$ cat src/rtl/instr_encoder_loader.sv
// Encodes symbolic lw/sw/R-type/beq requests into RV32I words and streams them
// into consecutive instruction-memory addresses, one write per accepted request.
module instr_encoder_loader #(
    parameter int ADDR_W    = 6,
    parameter int BASE_ADDR = 0
) (
    input  logic                clk,
    input  logic                rst,
    input  logic                clear,
    input  logic                req_valid,
    output logic                req_ready,
    input  logic [1:0]          req_kind,
    input  logic [3:0]          req_funct,
    input  logic [4:0]          req_rd,
    input  logic [4:0]          req_rs1,
    input  logic [4:0]          req_rs2,
    input  logic signed [12:0]  req_imm,
    output logic                wr_en,
    output logic [ADDR_W-1:0]   wr_addr,
    output logic [31:0]         wr_data,
    output logic [ADDR_W:0]     count,
    output logic                full,
    output logic                err
);

    localparam int DEPTH = 1 << ADDR_W;
    localparam logic [ADDR_W:0]   LAST_COUNT = (ADDR_W+1)'(DEPTH - 1);
    localparam logic [ADDR_W-1:0] BASE       = ADDR_W'(BASE_ADDR);

    localparam logic [1:0] KIND_LW  = 2'b00;
    localparam logic [1:0] KIND_SW  = 2'b01;
    localparam logic [1:0] KIND_R   = 2'b10;
    localparam logic [1:0] KIND_BEQ = 2'b11;

    typedef enum logic [1:0] {LOAD, FULL, ERR} state_t;

    state_t              state;
    state_t              stateNext;
    logic                accept;
    logic                legal;
    logic [31:0]         encWord;
    logic [ADDR_W:0]     countReg;
    logic                fullReg;
    logic                errReg;
    logic                vld_p1;
    logic [ADDR_W-1:0]   wrAddr_p1;
    logic [31:0]         wrData_p1;

    function automatic logic [31:0] encode(
        input logic [1:0]         kind,
        input logic [3:0]         funct,
        input logic [4:0]         rd,
        input logic [4:0]         rs1,
        input logic [4:0]         rs2,
        input logic signed [12:0] imm
    );
        logic [31:0] word;
        case (kind)
            KIND_LW:  word = {imm[11:0], rs1, 3'b010, rd, 7'b0000011};
            KIND_SW:  word = {imm[11:5], rs2, rs1, 3'b010, imm[4:0], 7'b0100011};
            KIND_R:   word = {1'b0, funct[3], 5'b00000, rs2, rs1, funct[2:0], rd, 7'b0110011};
            default:  word = {imm[12], imm[10:5], rs2, rs1, 3'b000, imm[4:1], imm[11], 7'b1100011};
        endcase
        return word;
    endfunction

    // Memory offsets must fit 12 bits, branch targets must be halfword aligned,
    // and only add/sub/slt/or/and are supported among R-type ops.
    function automatic logic isLegal(
        input logic [1:0]         kind,
        input logic [3:0]         funct,
        input logic signed [12:0] imm
    );
        logic ok;
        case (kind)
            KIND_LW, KIND_SW: ok = (imm[12] == imm[11]);
            KIND_BEQ:         ok = !imm[0];
            default: begin
                ok = (funct[2:0] == 3'b000) || (funct[2:0] == 3'b010) ||
                     (funct[2:0] == 3'b110) || (funct[2:0] == 3'b111);
                if (funct[3] && (funct[2:0] != 3'b000)) ok = 1'b0;
            end
        endcase
        return ok;
    endfunction

    always_comb begin
        req_ready = (state == LOAD) && !rst && !clear;
        accept    = req_valid && req_ready;
        legal     = isLegal(req_kind, req_funct, req_imm);
        encWord   = encode(req_kind, req_funct, req_rd, req_rs1, req_rs2, req_imm);
        stateNext = state;
        if (clear) begin
            stateNext = LOAD;
        end else if (accept) begin
            if (!legal) begin
                stateNext = ERR;
            end else if (countReg == LAST_COUNT) begin
                stateNext = FULL;
            end
        end
    end

    always_ff @(posedge clk or posedge rst) begin
        if (rst) begin
            state    <= LOAD;
            countReg <= '0;
            fullReg  <= 1'b0;
            errReg   <= 1'b0;
        end else begin
            state <= stateNext;
            if (clear) begin
                countReg <= '0;
                fullReg  <= 1'b0;
                errReg   <= 1'b0;
            end else if (accept) begin
                if (legal) begin
                    countReg <= countReg + 1'b1;
                    fullReg  <= (countReg == LAST_COUNT);
                end else begin
                    errReg <= 1'b1;
                end
            end
        end
    end

    // p1: registered write port, valid for the single cycle after the accepting edge
    always_ff @(posedge clk or posedge rst) begin
        if (rst) begin
            vld_p1    <= 1'b0;
            wrAddr_p1 <= '0;
            wrData_p1 <= '0;
        end else begin
            vld_p1 <= accept && legal;
            if (accept && legal) begin
                wrAddr_p1 <= BASE + countReg[ADDR_W-1:0];
                wrData_p1 <= encWord;
            end
        end
    end

    assign wr_en   = vld_p1;
    assign wr_addr = wrAddr_p1;
    assign wr_data = wrData_p1;
    assign count   = countReg;
    assign full    = fullReg;
    assign err     = errReg;

endmodule

$ cat config.mk
export PLATFORM = sky130hd
export DESIGN_NAME = instr_encoder_loader
export DESIGN_NICKNAME = d
export VERILOG_FILES = /design/src/rtl/instr_encoder_loader.sv
export SDC_FILE = /design/constraint.sdc
export NUM_CORES = 1
export LEC_CHECK = 0
export BUFFER_PORTS_ARGS = -buffer_cell sky130_fd_sc_hd__clkbuf_2
export CORE_MARGIN = 10
export CORE_UTILIZATION = 48
export DETAILED_ROUTE_END_ITERATION = 8
export GPL_ROUTABILITY_DRIVEN = 0
export GPL_TIMING_DRIVEN = 0
export PLACE_DENSITY = 0.76
export REMOVE_ABC_BUFFERS = 1
export SLEW_MARGIN = 5
export SYNTH_ARGS = -nofsm -noshare
export SYNTH_HDL_FRONTEND = slang
export SYNTH_SLANG_ARGS = --single-unit
$ cat constraint.sdc
create_clock -name clk -period 2.2 [get_ports clk]
set_input_delay 0.22 -clock clk [delete_from_list [all_inputs] [get_ports clk]]
set_output_delay 0.22 -clock clk [all_outputs]
set_load 0.02 [all_outputs]
### After elaboration in Yosys (flattened, before gate mapping)

Index checks and enable logic that the tools add are counted.

* input port bits: 38
* register bits: 50
* output and inout bits: 49

* reduce and logical (&&, ||, !) cells: 21
* equal/unequal tests: 10
* add/sub/neg operators: 1
* muxes and demuxes: 16

Operators by type and width (count)
* 32-bit one-hot mux with 3 select lines: 1
* 7-bit two-way mux: 3
* 2-bit two-way mux: 4
* 7-bit by 1-bit adder with 7-bit output, second input constant: 1
* 7-bit by 6-bit equality test with 1-bit output, second input constant: 1
* 1-bit two-way mux: 7
* 3-bit equality test, second input constant: 2
* 2-bit AND reduction: 3
* 1-bit logical AND: 5
* 2-bit equality test, second input constant: 2
* 2-bit logical NOT: 2
* 2-bit nonzero test: 2
* 3-bit by 2-bit equality test with 1-bit output, second input constant: 1
* 1-bit logical NOT: 3
* 3-bit logical NOT: 1
* 1-bit logical OR: 3
* 3-bit by 2-bit != test with 1-bit output, second input constant: 1
* 3-bit nonzero test: 1
* 2-bit by 1-bit equality test with 1-bit output, second input constant: 1
* 2-bit != test, second input constant: 1
* 1-bit one-hot mux with 2 select lines: 1
* 2-bit OR reduction: 1
* 1-bit equality test: 1

### Longest topological paths before layout

* depth in word-level cells: 9
* gate-level depth with buffers: 8
* depth with buffers taken out: 5

### Worst setup path after synthesis

Ideal clock, no wire load.

* path type: register -> register
* start: reg state[1]
* end: reg wrData_p1[7], in the netlist wr_data[7]
* required time: 2.073 ns
* cell stages (with the launch flop): 7
* data arrival time: 1.901 ns
* clock period less this slack: 2.028 ns
* slack: 0.172 ns
* cell sequence: dfrtp_1 -> nor4_4 -> o2111a_2 -> nand2_2 -> inv_2 -> buf_6 -> mux2_1

* longest elaborated chain between the ends: 5

RTL lines
* start: declaration: line 37 `state_t state;`
* start signal: assignment: line 111 `state <= stateNext;`
* 2-bit logical NOT: line 88 `req_ready = (state == LOAD) && !rst && !clear;`
* 1-bit logical AND (2 in a row): line 88
* named net req_ready: line 11 `output logic req_ready,`
* 1-bit logical AND: line 89 `accept = req_valid && req_ready;`
* 1-bit logical AND: line 135 `if (accept && legal) begin`
* end signal: assignment: line 137 `wrData_p1 <= encWord;`
* end: declaration: line 47 `logic [31:0] wrData_p1;`

The timed path passes the listed nets, and every way through them passes these cells.
A chain may end at the register's enable or synchronous reset.

### Worst setup path after layout

* start: reg state[1]
* end: reg countReg[4], in the netlist count[4]

* longest elaborated chain between the ends: 6

RTL lines
* 2-bit logical NOT: line 88
* 1-bit logical AND (2 in a row): line 88
* 1-bit logical AND: line 89
* 2-bit nonzero test (no source line)
* 2-bit AND reduction (no source line)
* end signal: assignment: line 118 `countReg <= countReg + 1'b1;`
* end: declaration: line 42 `logic [ADDR_W:0] countReg;`

No other way between the ends.

==> results.md <==
* Power per cell area at 872 nW/um2
* DP Cell Count at 314
* Placed wire-length estimate at 4080 um
* Worst skew pair latency at 300 ps
* Post-synthesis sequential area ratio at 0.539
* Mean area per synthesized cell at 11.6 um2
* HP Class: in -> reg
* Inserted Diodes at 0
* Hold EP: wr_data[29]$_DFFE_PP0P_
* Commonest non-fill, non-tap cell in the layout: clkbuf_2
* Area Overhead vs Synth at 27.0%
* CTS tree: yes
* Cells after synthesis at 189
* Type of origin of the critical path: flip-flop
* Lkg Pwr at 1.40 nW
* Ys flop type: dfrtp_1
* H-tree levels at 2
* RSZ-0062 raised after global routing: false
* CTS buffer count at 5
* Total number of vias at 1735
* Min Tclk post-route at 1980 ps
* Maximum number of pins on one net before global-route repair at 29
* Final Skew at 5.37 ps
* Initial antenna violation count at 0
* Place WS at -402 ps
* Routed WL at 5500 um
* CP startpoint: state[1]$_DFFE_PP0P_
* Yosys cell types at 40
* WP data required at 2430 ps
* Drt first pass iters at 4
* Hold Crit Start: req_imm[9]
* Final worst-path cycle share at 0.898
* Reg2Reg Depth at 4
* # IOs at 87
* Vias in the first global route at 1916
* Root buffer selected by CTS: clkbuf_8
* PortBufs at 84
* Overflow left after global routing at 0
* Worst Hold Path Cells at 3
* Maximum clock insertion buffer count at 2
* Type of the worst setup path: reg -> reg
* Wire length per cell at 17.0 um
* Worst-path fanout max at 18
* Clock slew at reported path FFs at 90 ps
* Max Transition Viols Final at 0
* Max frequency at 506 MHz
* Seq cells post-synth at 47
* Worst IR drop on VDD at 0.545 mV
* Share of cells above drive strength 1 at 0.397
* Commonest non-fill, non-tap cells in the layout: clkbuf_2, dfrtp_1, o21ai_0, nand2_1, a21oi_1
* Post-Syn Area at 2180 um2
* GRT Overall Usage at 0.150
* DRC errors left at 0
* Area of the core at 4380 um2
* Die area at 7650 um2
* Die Y at 87.4 um
* Max-cap violations at 0
* Routed Antenna Nets at 0
* DRT iter0 DRCs at 122
* CP Data Arrival Time at 2210 ps
* Initial core utilization at 0.498
* Status: completed
* Final cell count without fillers at 324
* Synth warn at 0
* Die width at 87.4 um
* Final WS setup at 224 ps
* RR Endpoint: count[4]$_DFFE_PP0P_
* Final #Nets at 310
* Async SR Flop Fraction at 1.00
* FF-to-FF Start: state[1]$_DFFE_PP0P_
* Crit. End Element: flip-flop
* Worst-Margin Slew at 862 ps
* Clk sink count at 47
* R2R Setup Slk at 220 ps
* Worst slew margin at 0.423
* Post-synth EDFFs at 0
* First-pass GRT wire length at 9260 um
* DR vias/cell at 5.35
* Cell Rows at 24
* Setup violators final at 0
* Final Hold Vio Count at 0
## what timing repair did
item | CTS | global route
buffers inserted | 1 | 0
gates cloned | 0 | 0
setup endpoints to repair | 20 | 12
pin swaps | 1 | 0
hold endpoints to repair | 19 | 0
hold buffers | 1 | 0
gates resized for setup | 2 | 3
## sequential cells by signal, summed over array words and instances, names as in the netlist
register  cells
full          1
err           1
state         2
count         7
wr_en         1
wr_data      29
wr_addr       6
## cells in the mapped netlist (2+ instances only)
master / instances / area (um2)
o31ai_1: 3 / 22.5
o2bb2ai_1: 2 / 17.5
o21ai_1: 2 / 10.0
nand2b_1: 5 / 31.3
or4_1: 3 / 22.5
buf_2: 4 / 20.0
nor2_1: 4 / 15.0
o21ai_0: 16 / 80.1
buf_6: 3 / 33.8
clkbuf_1: 2 / 7.51
a21oi_1: 15 / 75.1
mux2_2: 7 / 78.8
a31oi_1: 2 / 12.5
buf_4: 3 / 22.5
nand2_1: 15 / 56.3
mux2_1: 12 / 135
nand3_1: 11 / 55.1
mux2i_1: 10 / 100
nor2b_1: 2 / 12.5
dfrtp_1: 47 / 1180
inv_1: 2 / 7.51
## worst max-delay path by stage
| stage | end | slack (ps) | cells after the start |
|---|---|---|---|
| floorplan | wr_addr[5]$_DFFE_PP0P_ | -110 | 5 |
| global placement | wr_data[7]$_DFFE_PP0P_ | -390 | 5 |
| detailed placement | wr_data[18]$_DFFE_PP0P_ | -400 | 5 |
| CTS | wr_data[18]$_DFFE_PP0P_ | 40 | 5 |
| global route | count[5]$_DFFE_PP0P_ | 60 | 4 |
| finish | count[4]$_DFFE_PP0P_ | 220 | 4 |
## report_power, final
part | switching, mW | total (mW) | internal [mW]
Sequential | 0.0700 | 1.07 | 1.00
Clock | 0.286 | 0.740 | 0.454
Combinational | 0.389 | 0.603 | 0.215
## metrics by stage
step	total power [mW]	util	hold WS (ps)	setup TNS (ps)	cell area, um2
finish	2.42	0.632	136	0	2770
floorplan	1.44	-	283	-1300	2100
CTS	2.45	0.630	129	0	2760
global placement	1.68	0.590	437	-5770	2580
detailed placement	1.70	0.594	283	-6000	2610
global route	2.55	0.632	123	0	2770
## cell type report
cell class / instances / area, um2
Fill cell: 379 / 1610
Multi-Input combinational cell: 127 / 917
Tap cell: 52 / 65.1
Clock inverter: 2 / 60.1
Timing Repair Buffer: 87 / 458
Sequential cell: 47 / 1180
Inverter: 3 / 23.8
Clock buffer: 6 / 72.6
## kinds of logic (layout without fill, tap and decap cells)
kind of cell,Yosys count,after routing,share of synthesized area
AOI/OAI and AO/OA,47,47,0.139
DFF,47,47,0.539
and+or+nand+nor,46,46,0.115
muxes,30,30,0.151
buffers and inverters,16,98,0.0453
adders and majority gates,1,1,0.00573
other,1,2,0.00172
xor gates and xnor gates,1,1,0.00401
## routing by layer
metal,GRT usage,vias to the layer above,wire (um)
li1,-,850,-
met1,0.178,816,2370
met2,0.235,64,2440
met3,0.0702,5,636
met4,0.0478,0,59
met5,0,-,0
## worst max-delay path: stages, from the launching register on
cell and delay, ps:
dfrtp_1 420, nor4_4 430, o2111ai_4 360, or4_1 550, a21oi_1 150
(Power assumes the default switching activity.)
